### config.mk
export PLATFORM = sky130hd
export DESIGN_NAME = design_10
export DESIGN_NICKNAME = d
export VERILOG_FILES = /design/src/rtl/design_10_pkg.sv /design/src/rtl/design_10_alu.sv /design/src/rtl/design_10.sv
export SDC_FILE = /design/constraint.sdc
export NUM_CORES = 1
export LEC_CHECK = 0
export BUFFER_PORTS_ARGS = -buffer_cell sky130_fd_sc_hd__clkbuf_2
export CAP_MARGIN = 20
export CELL_PAD_IN_SITES_DETAIL_PLACEMENT = 1
export CELL_PAD_IN_SITES_GLOBAL_PLACEMENT = 1
export CORE_UTILIZATION = 39
export CTS_CLUSTER_DIAMETER = 50
export CTS_CLUSTER_SIZE = 30
export DETAILED_ROUTE_END_ITERATION = 10
export PLACE_DENSITY = 0.82
export SLEW_MARGIN = 20
export SYNTH_ARGS = -nofsm -noshare
export SYNTH_HDL_FRONTEND = slang
export SYNTH_SLANG_ARGS = --single-unit
### constraint.sdc
create_clock -name clk -period 1.8 [get_ports clk]
set_clock_uncertainty 0.05 [all_clocks]
set_input_delay 0.18 -clock clk [delete_from_list [all_inputs] [get_ports clk]]
set_output_delay 0.18 -clock clk [all_outputs]
set_load 0.03 [all_outputs]
### src/rtl/design_10_pkg.sv
// Shared definitions for the design_10 pipelined arithmetic unit.
package design_10_pkg;

    // Operation select carried with every operand beat.
    typedef enum logic [1:0] {
        OP_ADD  = 2'b00,  // wrapping add, ovf = carry-out
        OP_SUB  = 2'b01,  // wrapping subtract, ovf = borrow
        OP_ADDS = 2'b10,  // unsigned saturating add, ovf = saturated
        OP_ABSD = 2'b11   // absolute difference, ovf = 0
    } op_e;

    // Deepest pipeline the unit is meant to be built with.
    localparam int MAX_STAGES = 4;

endpackage

### src/rtl/design_10_alu.sv
// Combinational W-bit arithmetic core: {a, b, op} -> {y, ovf}.
module design_10_alu
    import design_10_pkg::*;
#(
    parameter int W = 20
) (
    input  logic [W-1:0] a_i,
    input  logic [W-1:0] b_i,
    input  logic [1:0]   op_i,
    output logic [W-1:0] y_o,
    output logic         ovf_o
);

    logic [W:0] sum;
    logic [W:0] diff;

    // Shared W+1 bit adder/subtractor; the top bit is carry-out or borrow.
    always_comb begin
        sum   = {1'b0, a_i} + {1'b0, b_i};
        diff  = {1'b0, a_i} - {1'b0, b_i};
        y_o   = sum[W-1:0];
        ovf_o = 1'b0;
        case (op_e'(op_i))
            OP_ADD: begin
                y_o   = sum[W-1:0];
                ovf_o = sum[W];
            end
            OP_SUB: begin
                y_o   = diff[W-1:0];
                ovf_o = diff[W];
            end
            OP_ADDS: begin
                y_o   = sum[W] ? {W{1'b1}} : sum[W-1:0];
                ovf_o = sum[W];
            end
            OP_ABSD: begin
                y_o   = diff[W] ? (b_i - a_i) : diff[W-1:0];
                ovf_o = 1'b0;
            end
            default: begin
                y_o   = sum[W-1:0];
                ovf_o = 1'b0;
            end
        endcase
    end

endmodule

### src/rtl/design_10.sv
// STAGES-deep pipelined arithmetic unit with valid/ready flow control on
// both sides.
//
// Handshake: a beat transfers on a rising clock edge exactly when valid and
// ready are both high in the cycle before it. The producer may change or
// withdraw an offered beat while in_ready is low. Once out_valid is high,
// out_valid, y and ovf stay frozen until out_ready takes the beat.
module design_10
    import design_10_pkg::*;
#(
    parameter int W      = 20,
    parameter int STAGES = 2
) (
    input  logic         clk,
    input  logic         rst,
    input  logic         in_valid,
    output logic         in_ready,
    input  logic [1:0]   op,
    input  logic [W-1:0] a,
    input  logic [W-1:0] b,
    output logic         out_valid,
    input  logic         out_ready,
    output logic [W-1:0] y,
    output logic         ovf,
    output logic         busy
);

    if (STAGES < 1 || STAGES > MAX_STAGES) begin : g_bad_stages
        $error("design_10: STAGES must be in 1..MAX_STAGES");
    end

    logic [W-1:0]      alu_y;
    logic              alu_ovf;
    logic [STAGES-1:0] v_w;
    logic [STAGES-1:0] ovf_w;
    logic [W-1:0]      y_w [STAGES];
    logic [STAGES-1:0] load;
    logic              room;

    design_10_alu #(.W(W)) u_alu (
        .a_i   (a),
        .b_i   (b),
        .op_i  (op),
        .y_o   (alu_y),
        .ovf_o (alu_ovf)
    );

    // Ready chain: stage k may load when it, or any stage after it, is empty,
    // or when the consumer drains the last stage. This unrolls
    // load[k] = !v[k] | (v[k] & load[k+1]) without a self-referencing vector.
    always_comb begin
        load = '0;
        room = out_ready;
        for (int k = STAGES - 1; k >= 0; k--) begin
            room    = room | ~v_w[k];
            load[k] = room;
        end
    end

    for (genvar k = 0; k < STAGES; k++) begin : g_stage
        logic         v_q;
        logic [W-1:0] y_q;
        logic         ovf_q;
        logic         v_d;
        logic [W-1:0] y_d;
        logic         ovf_d;

        if (k == 0) begin : g_head
            assign v_d   = in_valid;
            assign y_d   = alu_y;
            assign ovf_d = alu_ovf;
        end else begin : g_body
            assign v_d   = v_w[k-1];
            assign y_d   = y_w[k-1];
            assign ovf_d = ovf_w[k-1];
        end

        // Stage register: take the upstream beat (or bubble) whenever this stage can load.
        always_ff @(posedge clk or posedge rst) begin
            if (rst) begin
                v_q   <= 1'b0;
                y_q   <= '0;
                ovf_q <= 1'b0;
            end else if (load[k]) begin
                v_q <= v_d;
                if (v_d) begin
                    y_q   <= y_d;
                    ovf_q <= ovf_d;
                end
            end
        end

        assign v_w[k]   = v_q;
        assign y_w[k]   = y_q;
        assign ovf_w[k] = ovf_q;
    end

    assign in_ready  = load[0];
    assign out_valid = v_w[STAGES-1];
    assign y         = y_w[STAGES-1];
    assign ovf       = ovf_w[STAGES-1];
    assign busy      = |v_w;

endmodule

==> impl_metrics.tcl, run 1 <==
set metrics [dict create \
    dieHeight_um 115.0 \
    nFillCells 1381 \
    setup_viol 21 \
    rsz0062_at_grt "yes" \
    drv_cap 0 \
    synth_edf_count 0 \
    grt_max_degree 45 \
    port_buffers 69 \
    yosys_warnings 0 \
    vias 7405 \
    cp_max_fo 10 \
    grt_pass1_vias 7342 \
    num_rows 40 \
    synth_area_leaders "dfrtp_1 (22%), ha_1 (15%), a21oi_1 (6.5%), mux2_2 (4.7%), inv_1 (4.4%)" \
    grt_pass1_wl_um 42290 \
    yosysUniqueCellTypes 78 \
    violations "negative setup slack" \
    clock-root-buffer "clkbuf_16" \
    hold_viol 0 \
    grt_antenna_before_repair 4 \
    drt_wl_total_um 36380 \
    hold_buffers 0 \
    crit_path_start_kind "primary input" \
    cts_buffers 5 \
    h-tree-depth 2 \
    met1_usage_pct 46.05 \
    grt_overflow_total 0 \
    vdd_drop_max_v 0.0004145 \
    crit_type "in2reg" \
    timing.hold.ws_ps 47.42 \
    cts.path.max_buffers 2 \
    syn-num-nets 727 \
    powerDensity_nw_per_um2 775.8 \
    drc 0 \
    fin_crit_ps 3429 \
    endpoint_kind "flip-flop" \
    setup_ws_ps -1629 \
    tightestPinTransition_ps 1236 \
    finish.net_count 1012 \
    synthSimpleGateAreaFrac_pct 16.33 \
    required_ps 1930 \
    ant_nets 0 \
    tns_ps -28960 \
    synthMuxAreaShare_pct 6.255 \
    syn2layout_area_growth_pct 71.24 \
    die_area_um2 13230 \
    status "complete, but fails checks" \
    drt_first_pass_iters 7 \
    hp-class "in2async" \
    seq_area_frac_synth_pct 22.10 \
    gr-usage-met3_pct 11.28 \
    drive_gt1_share_pct 54.87 \
    synthDominantCellAreaShare_pct 22.10 \
    final-seq-area_um2 1101 \
    drt-vias-per-instance 6.901 \
    path_clk_slew_ps 70 \
    ys_ff_latch 44 \
    initial_utilization_pct 40.79 \
    die_w_um 115.0 \
    multi_input_area_um2 4512 \
    synth-adder-area-share_pct 16.28 \
    fmaxAchievable_mhz 291.6 \
    async_reset_ff_share_pct 100.0 \
    clk_latency_ps 300 \
    drt_iter0_markers 1053 \
    crit_arrival_ps 3560 \
    io_pins 70 \
    max_slew_margin_pct 17.00 \
    routedWlPerCell_um 33.90 \
    synth_top_area_cell "dfrtp_1" \
    dp_hpwl_um 17380 \
    use_met2_pct 72.61 \
    coreArea_um2 12210 \
    busiest_layer "met2" \
    synth_top_flop_cell "dfrtp_1" \
    syn_area_um2 4981 \
    synth_xor_area_share_pct 3.165 \
    grt_usage_pct 42.62 \
    syn_inst 618 \
    synth_top_family_by_area "compound AO/OA/AOI/OAI gates" \
    cts_tree "done" \
    pre_cts_slack_ps -1098 \
    synth-compound-area-share_pct 28.28 \
    leakagePower_nw 3.857 \
    syn_avg_cell_area_um2 8.060 \
    period_share_pct 190.5 \
    place.gp.congestion 0.9432 \
    slew_violations 0 \
    clock_sinks 44 \
]
-- final timing paths --
path / startpoint / endpoint / slack [ps] / cells after the start
worst max-delay path: b[19] / g_stage[0].y_q[11]$_DFFE_PP0P_ / -1630 / 10
worst min-delay path: rst / g_stage[0].y_q[1]$_DFFE_PP0P_ / 50 / 3
worst max register to register: out_valid$_DFFE_PP0P_ / g_stage[0].y_q[16]$_DFFE_PP0P_ / -1230 / 7
worst min register to register: g_stage[0].y_q[12]$_DFFE_PP0P_ / y[12]$_DFFE_PP0P_ / 480 / 1
max in group asynchronous: rst / g_stage[0].y_q[15]$_DFFE_PP0P_ / 1240 / 3
min in group clk: in_valid / g_stage[0].v_q$_DFFE_PP0N_ / 130 / 2
-- placed cells by master (no fill, tap or decap), types with 7 or more instances in the layout --
cell       count
clkbuf_16      7
a21oi_1       35
nand2_1       32
xnor2_1       10
ha_4          15
a21oi_2       30
buf_6         16
o21ai_2       10
mux2_2        21
o21ai_1       14
inv_1         52
dfrtp_1       44
clkbuf_2      67
buf_4        215
o21ai_0       18
nor3_1         7
nand2b_1      14
nor2_1        45
nor2b_1        8
o21bai_1       8
ha_1          43
-- stage by stage --
step | total power, W | instance area [um^2] | std cells | utilization, %
after floorplan | 0.003008 | 5250 | 618 | -
final | 0.006617 | 8529 | 1073 | 69.85
after detailed placement | 0.004264 | 7202 | 1036 | 58.98
after global placement | 0.004070 | 7202 | 1036 | 58.98
after global routing | 0.006710 | 8529 | 1073 | 69.85
after CTS | 0.005681 | 8055 | 1065 | 65.96
-- power by group --
part / internal, W / switching, W / leakage, nW / total, W
clock: 0.000733 / 0.000436 / 0.0901 / 0.00117
combinational: 0.00153 / 0.00240 / 3.28 / 0.00393
sequential: 0.00126 / 0.000262 / 0.482 / 0.00152
-- registers in the layout (all words and copies together) (netlist names) --
register	count
out_valid	1
g_stage.ovf_q	1
ovf	1
g_stage.y_q	20
g_stage.v_q	1
y	20
-- cell usage after synthesis (4+ instances only) --
master     n
a21o_1     6
a21oi_1   65
a21oi_2    4
a221oi_1   6
a31oi_1    9
and2_1     4
buf_2     17
clkbuf_1   9
dfrtp_1   44
ha_1      60
inv_1     59
mux2_2    21
mux2i_1    6
nand2_1   36
nand2b_1  15
nand3_1    9
nand4_1    6
nor2_1    50
nor2b_1    8
nor3_1    10
o21a_1     7
o21ai_0   36
o21ai_1    8
o21bai_1  11
o221ai_1   5
o22a_1     6
o31ai_1    5
xnor2_1   14
xor2_1     4
-- worst max-delay path: stages --
cell and delay, ps:
clkbuf_2 120, inv_1 60, ha_1 350, buf_4 240, nor3_1 1000, nand2_1 560
nand2_1 430, a21oi_4 120, buf_6 180, a21oi_2 300
-- cell type report --
class	instances	area share, %
Multi-Input combinational cell	485	52.90
Sequential cell	44	12.91
Clock buffer	7	1.790
Inverter	62	3.125
Tap cell	168	2.464
Timing Repair Buffer	305	26.43
Antenna cell	1	0.02934
Clock inverter	1	0.3521
-- layer usage --
metal	wire [um]	share of wire [%]	vias up
li1	-	-	2784
met1	12210	34	3502
met2	14930	41	748
met3	5440	15	363
met4	3683	10	8
met5	116	0.32	-
-- timing repair --
| item | 4_1_cts | 5_1_grt |
|---|---|---|
| pin swaps | 57 | 58 |
| cloned | 3 | 0 |
| buffers inserted | 19 | 8 |
| endpoints found under the hold margin | 0 | 0 |
| gates resized for setup | 93 | 84 |
| endpoints found under the setup margin | 21 | 21 |
-- cell families (layout without fill, tap and decap cells) --
family	Yosys count	count (layout)
AO/OA/AOI/OAI	211	212
XOR/XNOR	18	18
adder cells (fa/ha/maj)	63	63
buffers and inverters	91	375
flip-flops	44	44
multiplexers	28	28
other	0	1
AND/OR/NAND/NOR	163	164
(Power assumes the default switching activity.)
==> inputs of run 2 (changes only) <==
--- a/config.mk
+++ b/config.mk
@@ -5,7 +5,6 @@
 export SDC_FILE = /design/constraint.sdc
 export NUM_CORES = 1
 export LEC_CHECK = 0
-export BUFFER_PORTS_ARGS = -buffer_cell sky130_fd_sc_hd__clkbuf_2
 export CAP_MARGIN = 20
 export CELL_PAD_IN_SITES_DETAIL_PLACEMENT = 1
 export CELL_PAD_IN_SITES_GLOBAL_PLACEMENT = 1
@@ -13,8 +12,10 @@
 export CTS_CLUSTER_DIAMETER = 50
 export CTS_CLUSTER_SIZE = 30
 export DETAILED_ROUTE_END_ITERATION = 10
-export PLACE_DENSITY = 0.82
+export DONT_BUFFER_PORTS = 1
+export PLACE_DENSITY = 0.76
 export SLEW_MARGIN = 20
 export SYNTH_ARGS = -nofsm -noshare
 export SYNTH_HDL_FRONTEND = slang
 export SYNTH_SLANG_ARGS = --single-unit
+export TNS_END_PERCENT = 10
==> run 2 against run 1 <==
Net effect: the run still ends with negative setup slack left; flip-flop and latch count unchanged; maximum frequency grew 45%; sequential share of layout area is 1.7 points higher; clock-buffer cell count fell by 1; critical endpoint unchanged.
==> impl_metrics.tcl, run 2 (same netlist as run 1, synthesis figures left out) <==
set metrics [dict create \
    status "complete, but fails checks" \
    violations "negative setup slack" \
    grt_usage_pct 29.96 \
    initial_utilization_pct 40.79 \
    rsz0062_at_grt "yes" \
    cts_tree "done" \
    crit_buf_inv 3 \
    powerDensity_nw_per_um2 701.7 \
    critPathMaxStageDelay_ps 360 \
    drt-vias-per-instance 6.007 \
    mostFrequentLayoutCells "buf_4 (190), inv_1 (51), a21oi_1 (48)" \
    r2r_start "g_stage[0].v_q$_DFFE_PP0N_" \
    drv_cap 0 \
    reg2regPathDepth 8 \
    clock-root-buffer "clkbuf_16" \
    cp-startpoint "a[0]" \
    finish.net_count 914 \
    hold_viol 0 \
    crit_path_end "g_stage[0].y_q[11]$_DFFE_PP0P_" \
    leakagePower_nw 3.330 \
    cts.path.max_buffers 2 \
    final_common_cell "buf_4" \
    grt_pass1_wl_um 30750 \
    critPathTopFamily "compound AO/OA/AOI/OAI gates" \
    crit_arrival_ps 2490 \
    h-tree-depth 2 \
    cts_buffers 5 \
    syn2layout_area_growth_pct 51.57 \
    r2r_setup_slack_ps -240 \
    setup_ws_ps -561.0 \
    tightestPinTransition_ps 614.1 \
    routedWlPerCell_um 23.72 \
    hp-class "in2reg" \
    crit_type "in2reg" \
    num_rows 40 \
    drt_wl_total_um 23100 \
    r2r-end "g_stage[0].y_q[6]$_DFFE_PP0P_" \
    clk_latency_ps 290 \
    slowest_stage "fa_2" \
    cp_max_fo 8 \
    drive_gt1_share_pct 43.67 \
    fmaxAchievable_mhz 423.6 \
    ant_nets 0 \
    crit_path_start_kind "primary input" \
    drc 0 \
    grt_max_degree 45 \
    nFillCells 1453 \
    io_pins 70 \
    grt_pass1_vias 5875 \
    grt_antenna_before_repair 0 \
    required_ps 1930 \
    dp_hpwl_um 15770 \
    coreArea_um2 12210 \
    n_antenna_cell 0 \
    timing.hold.ws_ps 34.72 \
    clock_sinks 44 \
    drt_iter0_markers 409 \
    crit_path_frequent_cell "a21oi_2" \
    fin_crit_ps 2361 \
    setup_viol 21 \
    vias 5851 \
    cp.depth 13 \
    path_clk_slew_ps 60 \
    tns_ps -9062 \
    worstHoldStart "b[0]" \
    vdd_drop_max_v 0.0003670 \
    drt_first_pass_iters 5 \
    grt_overflow_total 0 \
    path_cells "inv_12 > ha_4 > inv_2 > fa_2 > nand3_2 > a21oi_2 > o211ai_4 > nand4_4 > buf_6 > a311o_1 > a31oi_1 > xnor2_1 > a21oi_2" \
    die_w_um 115.0 \
    place.gp.congestion 0.8971 \
    die_area_um2 13230 \
    port_buffers 0 \
    max_slew_margin_pct 58.75 \
    endpoint_kind "flip-flop" \
    dieHeight_um 115.0 \
    slew_violations 0 \
    period_share_pct 131.2 \
]
-- run 2: cell count changes in the layout (fill, tap and decap cells not counted), sizes merged --
cell and change:
a21oi -1, buf -30, bufinv -1, clkbuf -70, clkinv +2, clkinvlp -1
diode -1, dlygate4sd3 +2, inv +1, nand3 +1, nand4 -1
-- run 2: final cells by class --
cell class	count	area [um^2]	area share, %
Clock buffer	6	138.9	1.840
Clock inverter	2	10.01	0.1326
Inverter	62	247.7	3.281
Multi-Input combinational cell	484	4198	55.60
Sequential cell	44	1101	14.58
Tap cell	168	210.2	2.784
Timing Repair Buffer	208	1644	21.78
-- run 2: how the worst min path moves through the flow --
stage | end | slack, ps | depth (start not counted)
after floorplan | g_stage[0].v_q$_DFFE_PP0N_ | 240 | 1
after global placement | y[19]$_DFFE_PP0P_ | 180 | 2
after detailed placement | y[13]$_DFFE_PP0P_ | 200 | 2
after CTS | g_stage[0].y_q[0]$_DFFE_PP0P_ | 40 | 2
after global routing | g_stage[0].y_q[0]$_DFFE_PP0P_ | 30 | 2
final | g_stage[0].y_q[0]$_DFFE_PP0P_ | 30 | 2
-- run 2: report_power, final --
group / leakage (nW) / internal [W] / switching (W)
Sequential: 0.482 / 0.00126 / 0.000532
Combinational: 2.77 / 0.00125 / 0.00134
Clock: 0.0766 / 0.000547 / 0.000374
-- run 2: through the flow --
step                total power (W)  util, %  area, um^2  std cells  setup WS (ps)
floorplan                  0.002958        -        5107        618         -466.6
global placement           0.003734    53.21        6497        934         -875.0
detailed placement         0.003884    53.21        6497        934         -924.7
CTS                        0.004893    56.39        6887        952         -464.4
global route               0.005516    61.82        7550        974         -568.8
finish                     0.005298    61.82        7550        974         -561.0
-- run 2: metal layers --
| layer | GRT usage (%) | wire length (um) | vias up |
|---|---|---|---|
| met3 | 3.479 | 1301 | 88 |
| li1 | - | - | 2580 |
| met2 | 53.37 | 11330 | 275 |
| met5 | 0 | 0 | - |
| met1 | 37.80 | 9560 | 2908 |
| met4 | 9.004 | 912 | 0 |
-- run 2: worst register-to-register path, cell delays in order (launching register included) --
cell      delay [ps]
dfrtp_1          380
nand3b_1         120
nand2_1          110
a31oi_1          290
nand2_1          180
a21oi_4          250
buf_6            180
o21ai_0          140
o22a_1           210
-- run 2: what timing repair did --
| item | in CTS | in global routing |
|---|---|---|
| pin swaps | 19 | 39 |
| hold endpoints to repair | 45 | 0 |
| resized for setup | 38 | 92 |
| buffers inserted | 7 | 21 |
| endpoints found under the setup margin | 21 | 21 |
| hold buffers | 2 | 0 |
| gates cloned | 1 | 1 |
==> inputs of run 3 (changes only) <==
--- a/config.mk
+++ b/config.mk
@@ -18,4 +18,4 @@
 export SYNTH_ARGS = -nofsm -noshare
 export SYNTH_HDL_FRONTEND = slang
 export SYNTH_SLANG_ARGS = --single-unit
-export TNS_END_PERCENT = 10
+export TNS_END_PERCENT = 1
==> run 3 against run 2 <==
Net effect: power up 3.9%; largest cell class unchanged; sequential power about the same; register-to-register slack better by 150 ps; final cell count stayed put; cell area is 2.0% higher; the flow still finishes with violations (negative setup slack); largest power group unchanged.
==> impl_metrics.tcl, run 3 (same netlist as run 1, synthesis figures left out) <==
set metrics [dict create \
    slew_violations 0 \
    sw_frac_of_total_pct 42.03 \
    place.gp.congestion 0.8895 \
    endpoint_kind "flip-flop" \
    hold_viol 0 \
    violations "negative setup slack" \
    max_slew_margin_pct 56.65 \
    highest_layer "met4" \
    crit_arrival_ps 2380 \
    mostFrequentLayoutCells "buf_4 (191), inv_1 (52), a21oi_1 (44), dfrtp_1 (44), nor2_1 (42)" \
    final_core_util_pct 63.08 \
    drive_gt1_share_pct 46.40 \
    routedWlPerCell_um 23.87 \
    cts_buffers 5 \
    drt_first_pass_iters 5 \
    crit_buf_inv 2 \
    placed_area_um2 6546 \
    setup_ws_ps -483.0 \
    powerDensity_nw_per_um2 714.4 \
    critPathTopFamily "compound AO/OA/AOI/OAI gates" \
    grt_pass1_wl_um 31800 \
    vias 5846 \
    hp-class "in2reg" \
    clock_sinks 44 \
    nFillCells 1420 \
    grt_pass1_vias 6019 \
    drc 0 \
    slowest_stage "or4_4" \
    tightestPinTransition_ps 648.6 \
    seq_power_share_pct 32.7 \
    ant_nets 0 \
    path_clk_slew_ps 60 \
    fmaxAchievable_mhz 438.0 \
    grt_antenna_before_repair 0 \
    setup_viol 21 \
    io_pins 70 \
    crit_path_start_kind "primary input" \
    netSwitchingPower_w 0.002313 \
    crit_type "in2reg" \
    timing.hold.ws_ps 51.17 \
    initial_utilization_pct 40.79 \
    drt_iter0_markers 353 \
    grt_max_degree 34 \
    grt_usage_pct 31.12 \
    drt-met1-wl_um 9366 \
    final-seq-area_um2 1101 \
    status "complete, but fails checks" \
    drt-vias-per-instance 6.002 \
    num_rows 40 \
    fin_crit_ps 2283 \
    n_antenna_cell 0 \
    leakagePower_nw 3.374 \
    design_area_um2 7704 \
    drv_cap 0 \
    path_cells "clkinvlp_4 > buf_6 > fa_2 > a21o_1 > a21oi_2 > o21ba_4 > o31a_1 > nor2_2 > or4_4 > nand3_2 > a41oi_2" \
    cts.path.max_buffers 2 \
    cts_tree "done" \
    share_clk_of_total_power_pct 18.7 \
    finish.net_count 914 \
    coreArea_um2 12210 \
    route.met2.wl_um 11520 \
    final_common_cell "buf_4" \
    dieHeight_um 115.0 \
    comb_power_share_pct 48.6 \
    p_int_w 0.003190 \
    rsz0062_at_grt "yes" \
    clock-root-buffer "clkbuf_16" \
    port_buffers 0 \
    grt_overflow_total 0 \
    clk_latency_ps 290 \
    critPathMaxStageDelay_ps 510 \
    die_w_um 115.0 \
    dr_wl_met3_um 1427 \
    drt_wl_total_um 23250 \
    cp_max_fo 4 \
    required_ps 1900 \
    h-tree-depth 2 \
    die_area_um2 13230 \
    vdd_drop_max_v 0.0003854 \
    syn2layout_area_growth_pct 54.66 \
    period_share_pct 126.8 \
    dp_hpwl_um 16180 \
    multi_input_area_um2 4343 \
]
-- run 3: routing by layer --
layer	global-route usage (%)	vias up
met5	0	-
met2	55.62	285
met3	3.954	98
met4	10.39	0
met1	38.54	2877
li1	-	2586
-- run 3: through the flow --
step | instances | setup slack, ps | setup TNS, ps | power [W]
floorplan | 618 | -467.0 | -8889 | 0.002949
global placement | 942 | -850.7 | -13660 | 0.003764
detailed placement | 942 | -925.0 | -15770 | 0.003914
CTS | 963 | -423.3 | -6994 | 0.005053
global route | 974 | -500.8 | -9061 | 0.005730
finish | 974 | -483.0 | -8006 | 0.005504
-- run 3: power by group through the flow --
stage / logic [W] / registers, W / clock network [W]
after floorplan: 0.00123 / 0.00172 / 0
final: 0.00268 / 0.00180 / 0.00103
after global routing: 0.00282 / 0.00183 / 0.00108
after detailed placement: 0.00211 / 0.00181 / 0
after global placement: 0.00199 / 0.00177 / 0
after CTS: 0.00224 / 0.00179 / 0.00102
-- run 3: final timing paths --
path / cells past startpoint / slack [ps] / startpoint / end
worst max-delay path: 11 / -480 / a[1] / g_stage[0].y_q[18]$_DFFE_PP0P_
worst min-delay path: 2 / 50 / out_ready / out_valid$_DFFE_PP0P_
worst max register to register: 8 / -90 / g_stage[0].v_q$_DFFE_PP0N_ / g_stage[0].y_q[7]$_DFFE_PP0P_
worst min register to register: 1 / 460 / g_stage[0].y_q[13]$_DFFE_PP0P_ / g_stage[0].y_q[13]$_DFFE_PP0P_
max in group asynchronous: 3 / 800 / rst / g_stage[0].y_q[3]$_DFFE_PP0P_
min in group asynchronous: 2 / 340 / rst / g_stage[0].y_q[11]$_DFFE_PP0P_
-- run 3: worst reg2reg max path, delay by kind of cell (launching register included) --
kind / cells / cell delay, ps
simple gates: 3 / 400
compound gates: 4 / 760
flops: 1 / 400
buf+inv: 1 / 180
-- run 3: what timing repair did --
action / in CTS / in global routing
hold buffers: 2 / 0
cloned: 1 / 1
buffers inserted: 10 / 11
pin swaps: 20 / 53
endpoints found under the hold margin: 13 / 0
resized for setup: 43 / 120
setup endpoints to repair: 21 / 21
-- run 3: cell type report --
cell class | count | area share, %
multi-input cells | 485 | 56.37
repair buffers | 207 | 21.15
flip-flops and latches | 44 | 14.29
inverters | 62 | 3.330
well taps | 168 | 2.729
clock buffers | 6 | 1.673
clock inverters | 2 | 0.4548
